**config.mk**
```make
export PLATFORM = sky130hd
export DESIGN_NAME = expansion_shiftreg_chain
export DESIGN_NICKNAME = d
export VERILOG_FILES = /design/src/rtl/expansion_shiftreg_chain.sv
export SDC_FILE = /design/constraint.sdc
export NUM_CORES = 1
export LEC_CHECK = 0
export ABC_AREA = 1
export CORE_ASPECT_RATIO = 1.25
export CORE_UTILIZATION = 55
export CTS_CLUSTER_SIZE = 16
export DETAILED_ROUTE_END_ITERATION = 10
export GPL_TIMING_DRIVEN = 1
export HOLD_SLACK_MARGIN = 0.02
export PLACE_DENSITY = 0.83
export REMOVE_ABC_BUFFERS = 1
export SLEW_MARGIN = 25
export SYNTH_ARGS = -nofsm -noshare
export SYNTH_HDL_FRONTEND = slang
export SYNTH_SLANG_ARGS = --single-unit
```
**constraint.sdc**
```tcl
create_clock -name clk -period 2.1 [get_ports clk]
set_clock_uncertainty 0.15 [all_clocks]
set_input_delay 0.42 -clock clk [delete_from_list [all_inputs] [get_ports clk]]
set_output_delay 0.42 -clock clk [all_outputs]
set_load 0.02 [all_outputs]
```
**src/rtl/expansion_shiftreg_chain.sv**
```systemverilog
// Scans one daisy chain of 74HC165 inputs and 74HC595 outputs, WIDTH bits long.
// Tick-paced framing FSM with double-buffered images and a trailing latch pulse on stop.
module expansion_shiftreg_chain #(
  parameter int unsigned WIDTH     = 16,
  parameter int unsigned DIVIDER   = 100,
  parameter bit          MSB_FIRST = 1'b1
) (
  input  logic             clk,
  input  logic             rst,
  input  logic             enable,
  output logic             SHIFT_CLK,
  output logic             SHIFT_LOAD,
  output logic             SHIFT_OUT,
  input  logic             SHIFT_IN,
  input  logic [WIDTH-1:0] data_out,
  output logic [WIDTH-1:0] data_in,
  output logic             frame_done,
  output logic             valid
);

  localparam int unsigned CntW = $clog2(DIVIDER) + 1;
  localparam int unsigned IdxW = $clog2(WIDTH) + 1;
  localparam int unsigned SelW = (WIDTH > 1) ? $clog2(WIDTH) : 1;

  localparam logic [CntW-1:0] CntReload = CntW'(DIVIDER - 1);
  localparam logic [IdxW-1:0] LastIdx   = IdxW'(WIDTH - 1);

  typedef enum logic [2:0] {
    StIdle,
    StLoad,
    StShiftLo,
    StShiftHi,
    StFlush
  } state_e;

  state_e           state_q, state_d;
  logic [CntW-1:0]  cnt_q, cnt_d;
  logic [IdxW-1:0]  idx_q, idx_d;
  logic [WIDTH-1:0] out_buf_q, out_buf_d;
  logic [WIDTH-1:0] in_buf_q, in_buf_d;
  logic [WIDTH-1:0] data_in_q, data_in_d;
  logic             shift_clk_q, shift_clk_d;
  logic             shift_load_q, shift_load_d;
  logic             shift_out_q, shift_out_d;
  logic             frame_done_q, frame_done_d;
  logic             valid_q, valid_d;
  logic             tick;

  // Chain bit position for shift step idx; shared by both images.
  function automatic logic [SelW-1:0] bit_pos(input logic [IdxW-1:0] idx);
    if (MSB_FIRST) begin
      return SelW'(LastIdx - idx);
    end else begin
      return SelW'(idx);
    end
  endfunction

  assign tick  = (cnt_q == '0);
  assign cnt_d = tick ? CntReload : (cnt_q - CntW'(1));

  always_comb begin
    state_d      = state_q;
    idx_d        = idx_q;
    out_buf_d    = out_buf_q;
    in_buf_d     = in_buf_q;
    data_in_d    = data_in_q;
    shift_clk_d  = shift_clk_q;
    shift_load_d = shift_load_q;
    shift_out_d  = shift_out_q;
    frame_done_d = 1'b0;
    valid_d      = valid_q;

    if (tick) begin
      unique case (state_q)
        StIdle: begin
          if (enable) begin
            state_d      = StLoad;
            shift_load_d = 1'b0;
            out_buf_d    = data_out;
            idx_d        = '0;
          end
        end
        StLoad: begin
          // Rising SHIFT_LOAD also latches the previous frame into the 595s.
          state_d      = StShiftLo;
          shift_load_d = 1'b1;
          shift_out_d  = out_buf_q[bit_pos('0)];
        end
        StShiftLo: begin
          state_d                  = StShiftHi;
          in_buf_d[bit_pos(idx_q)] = SHIFT_IN;
          shift_clk_d              = 1'b1;
        end
        StShiftHi: begin
          shift_clk_d = 1'b0;
          if (idx_q < LastIdx) begin
            state_d     = StShiftLo;
            idx_d       = idx_q + IdxW'(1);
            shift_out_d = out_buf_q[bit_pos(idx_d)];
          end else begin
            data_in_d    = in_buf_q;
            frame_done_d = 1'b1;
            valid_d      = 1'b1;
            shift_load_d = 1'b0;
            if (enable) begin
              state_d   = StLoad;
              out_buf_d = data_out;
              idx_d     = '0;
            end else begin
              state_d = StFlush;
            end
          end
        end
        StFlush: begin
          state_d      = StIdle;
          shift_load_d = 1'b1;
        end
        default: state_d = StIdle;
      endcase
    end
  end

  always_ff @(posedge clk) begin
    if (rst) begin
      state_q      <= StIdle;
      cnt_q        <= CntReload;
      idx_q        <= '0;
      out_buf_q    <= '0;
      in_buf_q     <= '0;
      data_in_q    <= '0;
      shift_clk_q  <= 1'b0;
      shift_load_q <= 1'b1;
      shift_out_q  <= 1'b0;
      frame_done_q <= 1'b0;
      valid_q      <= 1'b0;
    end else begin
      state_q      <= state_d;
      cnt_q        <= cnt_d;
      idx_q        <= idx_d;
      out_buf_q    <= out_buf_d;
      in_buf_q     <= in_buf_d;
      data_in_q    <= data_in_d;
      shift_clk_q  <= shift_clk_d;
      shift_load_q <= shift_load_d;
      shift_out_q  <= shift_out_d;
      frame_done_q <= frame_done_d;
      valid_q      <= valid_d;
    end
  end

  assign SHIFT_CLK  = shift_clk_q;
  assign SHIFT_LOAD = shift_load_q;
  assign SHIFT_OUT  = shift_out_q;
  assign data_in    = data_in_q;
  assign frame_done = frame_done_q;
  assign valid      = valid_q;

endmodule

```
==> metrics.cfg, run 1 <==
[timing]
fmax_mhz=533
slew_violations=0
worst_pin_slew_ps=542
period_share=0.893
fin_setup_tns_ps=0
setup_violations=0
slew-limit-headroom=0.638
fin_crit_ps=1880
hold_viol_final=0
rsz0062_at_grt=false

[global_route]
grt_first_pass_wirelength_um=10700
grt_max_degree=42
antenna_found_initial=0
grtUsageTotal=0.216
grt_pass1_vias=2552
overflow=0

[synthesis]
synthTopCellsByArea=dfxtp_1 44%, nand2_1 13%, a21oi_1 6.9%
synth.distinct_cells=31
synthDominantCellAreaShare=0.436
synthCells=435
synth_seq_area_share=0.436
synthesis.area_um2=3170
yosysTopAreaCell=dfxtp_1
synth_area_per_cell_um2=7.29
yosysWarnings=0
synth-seq-cells=69

[pwr]
comb_power_share=0.042
ir_drop_v=0.000519
p_seq_frac=0.564
switching_share=0.215
powerDensity_nw_per_um2=627
p_sw_w=0.000504
leakage_nw=1.38
intPower_w=0.00184
p_clk_frac=0.394

[cts]
ctsHoldBuffers=0
h-tree-depth=3
tritoncts=done
cts_resized=0
clk_path_buf_depth=2
cts_root_buffer=clkbuf_8
clkTransAtPathRegs_ps=70
cts_setup_buffers=0
cts.sinks=69
clk_latency_ps=330
cts_made_buffers=9

[route]
drc=0
routed_wl_um=5960
drtAntennaViolNets=0
dr.pass1.iters=4
vias=2830
drt-vias-per-instance=5.26
wl_per_cell_um=11.1
drtIter0Drc=165

[placement]
place_congestion=0.858
dp_hpwl_um=4260
place_area_um2=3570
port_buffers=40

[floorplan]
fp.coreArea_um2=5480
die_area_um2=6070
die_y_um=86.9
die_w_um=69.9
num_rows=30
start_util=0.578
io_pins=41

[hold_path]
hold_class=flip-flop to flip-flop

[critical_path]
cp_max_fo=17
path_buf_inv=2
cp.required_ps=2150
critPathKind=flip-flop to flip-flop
cp_slowest_stage_delay_ps=320
path_delay_family=simple AND/OR/NAND/NOR gates
cp_data_arrival_time_ps=1930
path_cells=inv_1 -> ha_1 -> nand2_2 -> nor2_4 -> nand3_1 -> nor2_8 -> inv_4 -> nand2_1 -> a21oi_1
end_kind=flip-flop
start_kind=flip-flop
cpMaxStageDelayCell=dfxtp_1

[cells_and_area]
final_util=0.682
fin_area_um2=3740
num-fill-cells=476
syn_to_final_growth_pct=18.0
nets=496
layout-drive-gt1-share=0.101
diodes=0

[status]
status=completed

[flow_run]
drv_cap=0

metal layers:
metal / vias to the layer above / part of all wire / global-route usage
met5: - / 0 / 0
met4: 0 / 0.020 / 0.102
met3: 13 / 0.032 / 0.0370
met2: 53 / 0.50 / 0.379
met1: 1284 / 0.45 / 0.256
li1: 1480 / - / -
state kept, by name (all words and copies together), names as in the netlist, 3 cells and up:
| signal | count |
|---|---|
| idx_q | 5 |
| cnt_q | 8 |
| data_in | 16 |
| out_buf_q | 16 |
| state_q | 3 |
| in_buf_q | 16 |
cell usage after synthesis:
cell      count
buf_2         2
inv_6         1
nor2_2        1
o211ai_1      2
nor2_1       48
nand2_4       2
clkbuf_1     12
ha_1          5
buf_4         1
xor2_1        1
nand3_2       2
inv_4         1
nand3_1      34
inv_1        29
a21oi_1      44
or2_2         2
nand2_1     111
buf_6         7
nor2_8        1
nand4_1      16
dfxtp_1      69
xnor2_1       1
o21ai_0      24
inv_2         6
nand4_2       1
clkinv_2      1
o21a_1        1
nor2_4        4
nor3_2        1
nand2_2       3
a21oi_2       2
through the flow:
stage	std cells	hold slack (ps)	power, W	worst slack [ps]
floorplan	413	215	0.00138	295
global placement	524	226	0.00145	120
detailed placement	524	229	0.00145	97.4
CTS	538	247	0.00237	211
global route	538	288	0.00244	58.8
finish	538	248	0.00235	224
logic make-up (layout without fill, tap and decap cells):
logic type	Yosys count	in the layout	share of synthesized area
buffers and inverters	60	99	0.0924
xor gates and xnor gates	2	2	0.00553
DFF	69	69	0.436
AOI/OAI and AO/OA	73	73	0.120
adders and majority gates	5	5	0.0197
and+or+nand+nor	226	226	0.326
final cells by class:
class | instances | area, µm² | share of cell area
Multi-Input combinational cell | 306 | 1500 | 0.400
Sequential cell | 69 | 1380 | 0.369
Timing Repair Buffer | 47 | 465 | 0.124
Clock buffer | 12 | 155 | 0.0415
Inverter | 38 | 151 | 0.0405
Tap cell | 64 | 80.1 | 0.0214
Clock inverter | 2 | 10.0 | 0.00268
cell usage in the layout, fill, tap and decap left out, types with 5 or more instances in the layout:
master	count
nand3_1	34
nand4_1	16
inv_1	29
nand2_1	111
inv_2	6
dfxtp_1	69
buf_4	6
ha_1	5
clkdlybuf4s50_1	40
o21ai_0	24
clkbuf_8	11
nor2_1	48
a21oi_1	44
path summary, 6_finish.rpt:
kind | slack, ps | end | from | cells after the start
setup / recovery | 220 | out_buf_q[5]$_SDFFE_PP0P_ | cnt_q[0]$_SDFF_PP1_ | 9
hold / removal | 250 | cnt_q[0]$_SDFF_PP1_ | cnt_q[0]$_SDFF_PP1_ | 1
setup reg to reg | 220 | out_buf_q[5]$_SDFFE_PP0P_ | cnt_q[0]$_SDFF_PP1_ | 9
hold reg to reg | 250 | cnt_q[0]$_SDFF_PP1_ | cnt_q[0]$_SDFF_PP1_ | 1
worst register-to-register path, delay by kind of cell (launching register included):
kind            cells  cell delay (ps)
simple gates        5              800
flops               1              320
fa+ha+maj           1              190
compound gates      1               60
buf+inv             2              230
power groups by stage:
stage	Sequential [W]	Clock (W)	Combinational (W)
2_1_floorplan	0.00135	0	0.0000335
3_3_place_gp	0.00135	0	0.0000969
3_5_place_dp	0.00135	0	0.0000983
4_1_cts	0.00132	0.000944	0.0000986
5_1_grt	0.00132	0.00100	0.000111
6_report	0.00132	0.000923	0.0000987
Power figures use the tool's default switching activity.
==> run 2: changes to the inputs <==
- GPL_TIMING_DRIVEN: 1 -> 0
- SKIP_CTS_REPAIR_TIMING: not set -> 1
==> run 2 against run 1 <==
- hold slack got worse by 56 ps
- global-route usage rose by 0.19 points
- combinational power fell by 0.5%
- die area did not move
- sequential power barely moved
- critical path depth fell by 1
- register-to-register slack got worse by 60 ps
- first-iteration DRC count rose by 35%
- setup slack got worse by 62 ps
- maximum frequency fell by 3.2%
- cell area did not move
- non-clock buffer count fell by 5
- critical path type unchanged
- critical endpoint is now in_buf_q[5]$_SDFFE_PP0P_
- largest cell class unchanged
==> metrics.cfg, run 2 (same netlist as run 1, synthesis figures left out) <==
[status]
status=completed  ; unchanged

[global_route]
grt_pass1_vias=2505  ; was 2552
grt_max_degree=37  ; was 42
grtUsageTotal=0.218  ; was 0.216
antenna_found_initial=0  ; unchanged
overflow=0  ; unchanged
grt_first_pass_wirelength_um=10600  ; was 10700 µm

[timing]
rsz0062_at_grt=true  ; was false
slew_violations=0  ; unchanged
setup_violations=0  ; unchanged
fin_ws_ps=162  ; was 224 ps
fin_crit_ps=1940  ; was 1880 ps
fmax_mhz=516  ; was 533 MHz
hold_viol_final=0  ; unchanged
worst_pin_slew_ps=598  ; was 542 ps
period_share=0.923  ; was 0.893
slew-limit-headroom=0.601  ; was 0.638

[hold_path]
hold_class=input port to flip-flop  ; was flip-flop to flip-flop
worstHoldPathCells=2  ; was 1
hp-start=rst  ; was cnt_q[0]$_SDFF_PP1_
hold_end=out_buf_q[15]$_SDFFE_PP0P_  ; was cnt_q[0]$_SDFF_PP1_

[route]
drt-vias-per-instance=5.24  ; was 5.26
drc=0  ; unchanged
drtIter0Drc=222  ; was 165
wl_per_cell_um=11.7  ; was 11.1 µm
vias=2809  ; was 2830
drtAntennaViolNets=0  ; unchanged
dr.pass1.iters=4  ; unchanged
routed_wl_um=6280  ; was 5960 µm

[cells_and_area]
layout-drive-gt1-share=0.104  ; was 0.101
fin_area_um2=3740  ; unchanged
num-fill-cells=461  ; was 476
diodes=0  ; unchanged
syn_to_final_growth_pct=18.0  ; unchanged
nets=492  ; was 496
final_cell_mix=111 x nand2_1, 68 x dfxtp_1, 47 x nor2_1  ; was 111 x nand2_1, 69 x dfxtp_1, 48 x nor2_1
mostFrequentLayoutCell=nand2_1  ; unchanged

[pwr]
p_clk_frac=0.405  ; was 0.394
p_seq_frac=0.554  ; was 0.564
ir_drop_v=0.000417  ; was 0.000519 V
p_sw_w=0.000536  ; was 0.000504 W
leakage_nw=1.36  ; was 1.38 nW
comb_power_share=0.041  ; was 0.042
powerDensity_nw_per_um2=638  ; was 627 nW/µm²
total_power_w=0.00238  ; was 0.00235 W
switching_share=0.225  ; was 0.215
intPower_w=0.00185  ; was 0.00184 W

[cts]
clk_latency_ps=350  ; was 330 ps
clk_path_buf_depth=2  ; unchanged
cts.sinks=69  ; unchanged
tritoncts=done  ; unchanged
cts_root_buffer=clkbuf_8  ; unchanged
clkTransAtPathRegs_ps=70  ; about the same
cts_made_buffers=9  ; unchanged
h-tree-depth=3  ; unchanged

[critical_path]
cp_max_fo=16  ; was 17
cp.required_ps=2230  ; was 2150 ps
end_kind=flip-flop  ; unchanged
start_kind=flip-flop  ; unchanged
reg2reg_to=in_buf_q[5]$_SDFFE_PP0P_  ; was out_buf_q[5]$_SDFFE_PP0P_
cp_data_arrival_time_ps=2070  ; was 1930 ps
r2r-start=cnt_q[0]$_SDFF_PP1_  ; unchanged
r2r_slack_ps=160  ; was 220 ps
critPathKind=flip-flop to flip-flop  ; unchanged
worstRegToRegCells=8  ; was 9

[placement]
port_buffers=40  ; unchanged
dp_hpwl_um=4150  ; was 4260 µm
place_area_um2=3520  ; was 3570 µm²
dp_slack_ps=-62.0  ; was 97.4 ps
place_congestion=0.857  ; was 0.858

[floorplan]
die_area_um2=6070  ; unchanged
io_pins=41  ; unchanged
die_w_um=69.9  ; unchanged
num_rows=30  ; unchanged
fp.coreArea_um2=5480  ; unchanged
start_util=0.578  ; unchanged
die_y_um=86.9  ; unchanged

[flow_run]
drv_cap=0  ; unchanged

## run 2: cell count changes in the layout (fill, tap and decap cells not counted), sizes merged
cell | before | now
clkdlybuf4s50 | 40 | 39
nor2 | 54 | 55
clkinvlp | 0 | 1
clkinv | 3 | 4
buf | 7 | 3
## run 2: area by class of cell
| type | instances | area [µm²] | area share |
|---|---|---|---|
| timing repair buffer | 42 | 435 | 0.116 |
| clock inverter | 4 | 22.5 | 0.00602 |
| tap | 64 | 80.1 | 0.0214 |
| multi-input combinational | 307 | 1510 | 0.404 |
| inverter | 38 | 151 | 0.0405 |
| clock buffer | 12 | 155 | 0.0415 |
| sequential | 69 | 1390 | 0.370 |
## run 2: worst max-delay path, cell delays in order (launching register included)
cell,delay [ps]
dfxtp_1,310
inv_1,90
ha_1,180
nand2_2,90
nor2_4,130
nand2_1,240
nor2_4,370
nand4_1,140
a21oi_1,170
## run 2: worst max-delay path by stage
stage                                     start                   endpoint  slack (ps)  cells after the start
final                       cnt_q[0]$_SDFF_PP1_   in_buf_q[5]$_SDFFE_PP0P_         160                      8
after floorplan           idx_q[0]$_SDFFE_PP0P_     SHIFT_OUT$_SDFFE_PP0P_         300                      9
after global routing        cnt_q[0]$_SDFF_PP1_  in_buf_q[10]$_SDFFE_PP0P_        0.06                      8
after global placement                      rst        cnt_q[7]$_SDFF_PP0_       -1490                      6
after CTS                 idx_q[0]$_SDFFE_PP0P_     SHIFT_OUT$_SDFFE_PP0P_        -110                      9
after detailed placement  idx_q[0]$_SDFFE_PP0P_     SHIFT_OUT$_SDFFE_PP0P_         -60                      9
## run 2: layer usage
layer | global-route usage | share of wire | routed length [µm]
met1 | 0.247 | 0.43 | 2680
met2 | 0.383 | 0.51 | 3210
met3 | 0.0498 | 0.038 | 239
met4 | 0.111 | 0.025 | 154
met5 | 0 | 0 | 0
## run 2: power groups by stage
stage          logic [W]  registers [W]  clock network (W)
2_1_floorplan  0.0000335        0.00135                  0
3_3_place_gp   0.0000924        0.00135                  0
3_5_place_dp   0.0000979        0.00135                  0
4_1_cts        0.0000982        0.00132           0.000993
5_1_grt         0.000109        0.00132            0.00105
6_report       0.0000982        0.00132           0.000965
## run 2: stage by stage
stage          cells  utilization  setup TNS, ps  hold slack, ps
6_report         536        0.682              0             192
5_1_grt          536        0.682              0             197
4_1_cts          534        0.675           -112             178
3_5_place_dp     518        0.643          -62.0             228
3_3_place_gp     517        0.640         -44550             225
2_1_floorplan    413            -              0             215
